**src/rtl/register_serializer.sv**
```systemverilog
// Parallel-in, serial-out readback stage: buffers one register word and streams
// it onto a single wire at a programmable bit period, with frame valid/strobe/done.
module register_serializer #(
  parameter int REG_WIDTH    = 8,
  parameter int CLKS_PER_BIT = 4,
  parameter bit MSB_FIRST    = 1'b1
) (
  input  logic                 clk,
  input  logic                 a_reset_n,
  input  logic                 clear,
  input  logic                 load_valid,
  output logic                 load_ready,
  input  logic [REG_WIDTH-1:0] data_in,
  output logic                 ser_out,
  output logic                 ser_valid,
  output logic                 bit_strobe,
  output logic                 done
);

  localparam int BIT_W = $clog2(REG_WIDTH);
  localparam int DIV_W = (CLKS_PER_BIT > 1) ? $clog2(CLKS_PER_BIT) : 1;
  localparam logic [BIT_W-1:0] BIT_LAST = BIT_W'(REG_WIDTH - 1);
  localparam logic [DIV_W-1:0] DIV_LAST = DIV_W'(CLKS_PER_BIT - 1);

  typedef enum logic {
    IDLE,
    SHIFT
  } state_t;

  state_t               state, state_next;
  logic [REG_WIDTH-1:0] shift_reg, shift_next;
  logic [BIT_W-1:0]     bit_cnt, bit_next;
  logic [DIV_W-1:0]     div_cnt, div_next;
  logic                 done_q, done_next;

  always_ff @(posedge clk or negedge a_reset_n) begin
    if (!a_reset_n) begin
      state     <= IDLE;
      shift_reg <= '0;
      bit_cnt   <= '0;
      div_cnt   <= '0;
      done_q    <= 1'b0;
    end else begin
      state     <= state_next;
      shift_reg <= shift_next;
      bit_cnt   <= bit_next;
      div_cnt   <= div_next;
      done_q    <= done_next;
    end
  end

  // clear outranks frame completion, so a clear in the last cycle suppresses done
  always_comb begin
    state_next = state;
    shift_next = shift_reg;
    bit_next   = bit_cnt;
    div_next   = div_cnt;
    done_next  = 1'b0;
    case (state)
      IDLE: begin
        if (load_valid && !clear) begin
          state_next = SHIFT;
          shift_next = data_in;
          bit_next   = '0;
          div_next   = '0;
        end
      end
      SHIFT: begin
        if (clear) begin
          state_next = IDLE;
          shift_next = '0;
          bit_next   = '0;
          div_next   = '0;
        end else if (div_cnt == DIV_LAST) begin
          div_next   = '0;
          shift_next = MSB_FIRST ? (shift_reg << 1) : (shift_reg >> 1);
          if (bit_cnt == BIT_LAST) begin
            state_next = IDLE;
            bit_next   = '0;
            done_next  = 1'b1;
          end else begin
            bit_next = bit_cnt + BIT_W'(1);
          end
        end else begin
          div_next = div_cnt + DIV_W'(1);
        end
      end
      default: state_next = IDLE;
    endcase
  end

  assign load_ready = (state == IDLE);
  assign ser_valid  = (state == SHIFT);
  assign bit_strobe = (state == SHIFT) && (div_cnt == '0);
  assign ser_out    = (state == SHIFT) &&
                      (MSB_FIRST ? shift_reg[REG_WIDTH-1] : shift_reg[0]);
  assign done       = done_q;

endmodule

```
**config.mk**
```make
export PLATFORM = sky130hd
export DESIGN_NAME = register_serializer
export DESIGN_NICKNAME = d
export VERILOG_FILES = /design/src/rtl/register_serializer.sv
export SDC_FILE = /design/constraint.sdc
export NUM_CORES = 1
export LEC_CHECK = 0
export CAP_MARGIN = 5
export CORE_ASPECT_RATIO = 0.9
export CORE_MARGIN = 2
export CORE_UTILIZATION = 46
export DETAILED_ROUTE_END_ITERATION = 10
export DONT_BUFFER_PORTS = 1
export SYNTH_ARGS = -nofsm -noshare
export SYNTH_HDL_FRONTEND = slang
export SYNTH_SLANG_ARGS = --single-unit
```
**constraint.sdc**
```tcl
create_clock -name clk -period 1.4 [get_ports clk]
set_input_delay 0.21 -clock clk [delete_from_list [all_inputs] [get_ports clk]]
set_output_delay 0.21 -clock clk [all_outputs]
set_load 0.005 [all_outputs]
```
# After elaboration in Yosys (flattened, before gate mapping)
# Index checks and enable logic that the tools add are counted.
# word_totals
ff_bits,15
inputBits,12
output_inout_bits,5
wordCells,40
# classes
addsub,2
n_eq_ne,4
n_mux,22
bitwise,1
n_reduce_logical,6
# ops
cell,n
8-bit two-way mux,3
8-bit one-hot mux with 2 select lines,1
3-bit two-way mux,4
1-bit two-way mux,8
2-bit two-way mux,3
3-bit one-hot mux with 2 select lines,1
2-bit one-hot mux with 2 select lines,1
"3-bit by 1-bit adder with 3-bit output, second input constant",1
"3-bit equality test, second input constant",1
1-bit logical AND,3
"3-bit by 2-bit inequality test with 1-bit output, second input constant",1
"2-bit by 1-bit adder with 2-bit output, second input constant",1
"2-bit equality test, second input constant",1
2-bit logical NOT,1
"2-bit by 1-bit inequality test with 1-bit output, second input constant",1
1-bit one-hot mux with 2 select lines,1
2-bit AND reduction,1
1-bit logical NOT,1
1-bit inverter,1

# Longest topological paths before layout
# logic_depth
ltp_word,5
mapped_depth,4
mapped_depth_nobuf,4

# Worst setup path after synthesis
# OpenSTA, ideal clock, no wires.
# synth_path
path_kind,reg2reg
from,reg div_cnt[0]
to,reg shift_reg[0]
setup_time_ns,0.125
t_arrival_ns,1.285
t_required_ns,1.275
slack_ns,-0.010
path_stages_with_launch,5
path_buffers,1
period_less_slack_ns,1.410
path_cell_list,dfrtp_1 -> ha_1 -> o22ai_2 -> buf_6 -> mux2_4
# synth_between
elab_chain_len,3
# synth_rtl
element,line_no,source
from (decl),33,"logic [DIV_W-1:0] div_cnt, div_next;"
from (signal assigned),47,div_cnt <= div_next;
2-bit equality test,74,end else if (div_cnt == DIV_LAST) begin
3-bit by 2-bit inequality test with 1-bit output (no source line),n/a,
2-bit AND reduction (no source line),n/a,
to (signal assigned),45,shift_reg <= shift_next;
to (decl),31,"logic [REG_WIDTH-1:0] shift_reg, shift_next;"
# Every way passes these cells.
# A chain may end at the register's enable or synchronous reset.

# Worst setup path after layout
# layout_path
from,reg div_cnt[0]
to,reg bit_cnt[0]
# layout_between
elab_chain_len,3
# layout_rtl
element,line_no,source
2-bit equality test,74,
3-bit by 2-bit inequality test with 1-bit output (no source line),n/a,
2-bit AND reduction (no source line),n/a,
to (signal assigned),46,bit_cnt <= bit_next;
to (decl),32,"logic [BIT_W-1:0] bit_cnt, bit_next;"
# Every way passes these cells.

==> results.py <==
metrics = {
    "logic_synthesis": {
        "synth_cell_types": 24,
        "synth_edf_count": 0,
        "synth_fp_nets": 83,
        "syn_avg_cell_area_sq_um": 11.67,
        "yosysMostFrequentCell": "dfrtp_1",
        "ys_ff_latch": 15,
        "netlist_area_sq_um": 782.0,
        "ys_warn_count": 0,
        "netlist_top_cells_count": "dfrtp_1, inv_1, a22oi_1, mux2i_1",
        "yosysTopAreaCellShare": 0.4800,
        "yosysTopAreaCell": "dfrtp_1",
        "ys_seq_area_frac": 0.4800,
        "synthFlopType": "dfrtp_1",
        "synth_area_leaders": "dfrtp_1, ha_1, mux2i_1",
        "async_flop_share": 1.000,
        "syn_inst": 67,
    },
    "sta": {
        "slew_viol_final": 0,
        "hold_viol": 0,
        "rsz0062_at_grt": "yes",
        "fin_setup_tns_ns": 0,
        "fin_crit_sh": 0.9890,
        "worstMarginPinSlew_ns": 0.6737,
        "max_slew_margin": 0.5494,
        "worst_slack_ns": 0.01535,
        "min_period_ns": 1.385,
        "setup_violations": 0,
        "clock.fmax_mhz": 722.2,
        "fin_skew_ns": 0.01513,
    },
    "hold_path": {
        "hp-start": "load_valid",
        "worst_hold_path.endpoint": "ser_valid",
        "hold_depth": 2,
        "min_path_type": "primary input to flip-flop",
    },
    "clocking": {
        "clk_latency_ns": 0.29,
        "cts_htree_levels": 1,
        "cts_tree": "done",
        "clock-root-buffer": "clkbuf_4",
        "clkTransAtPathRegs_ns": 0.10,
        "cts.sinks": 15,
        "cts_buffers": 3,
        "clk_path_buf_depth": 2,
    },
    "drt": {
        "viasPerCell": 5.170,
        "ant_nets": 0,
        "drc": 0,
        "vias": 548,
        "wire_per_inst_um": 14.97,
        "drt_iter0_markers": 7,
        "first_pass_iters": 4,
        "wl_um": 1587,
    },
    "grt": {
        "antenna_found_initial": 0,
        "grt_util_all_layers": 0.1709,
        "grt_max_degree": 16,
        "grt_pass1_wl_um": 2380,
        "grt_overflow_total": 0,
        "grt_pass1_vias": 526,
    },
    "finish": {
        "nets": 99,
        "final_cells": 106,
        "fillers": 149,
        "largest_reg_flops": 8,
        "fin_util": 0.6106,
        "final_layout_size_suffix_gt1_frac": 0.3293,
        "n_antenna_cell": 0,
        "area_delta_synth_final_pct": 27.20,
    },
    "critical_path": {
        "crit_type": "flip-flop to flip-flop",
        "reg2reg_slack_ns": 0.02,
        "cp_max_fo": 3,
        "regToRegEndpoint": "bit_cnt[0]",
        "start_kind": "flip-flop",
        "arrival_ns": 1.55,
        "cp-end-kind": "flip-flop",
        "r2r_cells": 4,
        "r2r_start": "div_cnt[0]",
        "worstPathRequired_ns": 1.56,
    },
    "placement": {
        "post-place-ws_ns": 0.01141,
        "post-dp-hpwl_um": 1066,
        "gp_congestion": 0.8052,
        "numPortBuffers": 0,
        "place_inst": 96,
    },
    "floorplanning": {
        "ioPinCount": 17,
        "start_util": 0.4800,
        "row_count": 14,
        "coreArea_sq_um": 1629,
        "dieHeight_um": 43.12,
        "dieArea_sq_um": 2046,
        "fp.dieW_um": 47.46,
    },
    "pwr": {
        "seqPwrFrac": 0.514,
        "power_density_nw_per_um2": 1028,
        "switching_share": 0.2783,
        "vdd_ir_drop_max_uv": 673.9,
        "p_clk_frac": 0.242,
        "p_int_mw": 0.7380,
        "switching_power_mw": 0.2846,
        "p_leak_nw": 0.5108,
        "comb_power_share": 0.245,
    },
    "job": {
        "cap_viol_max_count": 0,
    },
    "status": {
        "status": "completed",
    },
}
==> cell usage in the layout (no fill, tap or decap), types with 2 or more instances in the layout <==
| cell | Yosys | final |
|---|---|---|
| inv_1 | 9 | 8 |
| nand2b_1 | 2 | 2 |
| buf_6 | 1 | 6 |
| nor2_1 | 3 | 2 |
| buf_4 | 1 | 6 |
| a21o_1 | 2 | 2 |
| nor2b_1 | 4 | 3 |
| dlygate4sd3_1 | 0 | 2 |
| mux2_4 | 3 | 3 |
| a22oi_1 | 5 | 5 |
| ha_4 | 0 | 2 |
| and4_1 | 2 | 2 |
| clkbuf_4 | 0 | 3 |
| dfrtp_1 | 15 | 15 |
| mux2i_1 | 5 | 5 |
| ha_1 | 4 | 2 |
==> cell type report <==
cell class                      count  area (sq um)  area share
Clock buffer                        3         22.52     0.02264
Clock inverter                      1         5.005    0.005031
Inverter                            9         33.78     0.03396
Multi-Input combinational cell     40         395.4      0.3975
Sequential cell                    15         375.4      0.3774
Tap cell                           24         30.03     0.03019
Timing Repair Buffer               14         132.6      0.1333
==> cells by family after synthesis <==
logic type / synth area share
adders and majority gates: 0.06400
muxes: 0.1504
buffers and inverters: 0.07199
DFF: 0.4800
and+or+nand+nor: 0.1072
AOI/OAI and AO/OA: 0.1264
==> power groups by stage <==
stage,Clock [mW],Sequential (mW),Combinational (mW)
2_1_floorplan,0,0.524,0.140
3_3_place_gp,0,0.528,0.181
3_5_place_dp,0,0.529,0.186
4_1_cts,0.257,0.520,0.203
5_1_grt,0.290,0.533,0.276
6_report,0.247,0.525,0.250
==> worst max path at each step <==
| stage | slack, ns | start | endpoint |
|---|---|---|---|
| after detailed placement | 0.01 | div_cnt[1] | shift_reg[4] |
| after global placement | -0.006 | div_cnt[1] | shift_reg[4] |
| after CTS | 0.008 | div_cnt[1] | shift_reg[0] |
| after global routing | -0.04 | div_cnt[0] | bit_cnt[0] |
| after floorplan | 0.01 | div_cnt[0] | shift_reg[0] |
| final | 0.02 | div_cnt[0] | bit_cnt[0] |
==> stage by stage <==
step                hold WS, ns  instance area, sq um  power [mW]
floorplan              -0.08559                 782.0      0.6643
global placement       -0.08523                 849.6      0.7096
detailed placement     -0.08515                 849.6      0.7154
CTS                     0.07002                 902.1      0.9804
global route            0.06140                 994.7       1.099
finish                  0.07644                 994.7       1.023
==> critical path, cell delays in order (launching register included) <==
cell	delay (ns)
dfrtp_1	0.43
ha_4	0.19
o22ai_4	0.21
buf_4	0.14
mux2_1	0.30
==> per-layer routing <==
| metal | vias to the layer above | track usage | share of wire |
|---|---|---|---|
| met2 | 11 | 0.2486 | 0.47 |
| met1 | 270 | 0.2225 | 0.48 |
| met5 | - | 0 | 0 |
| met4 | 0 | 0.05000 | 0.014 |
| li1 | 263 | - | - |
| met3 | 4 | 0.08085 | 0.033 |
==> timing repair <==
action,in CTS,in global routing
pin swaps,0,2
hold buffers,2,0
hold endpoints to repair,16,0
endpoints found under the setup margin,3,5
gates cloned,0,0
buffers inserted,0,4
gates resized for setup,2,14
Note: power is estimated with default switching activity, not from simulation.
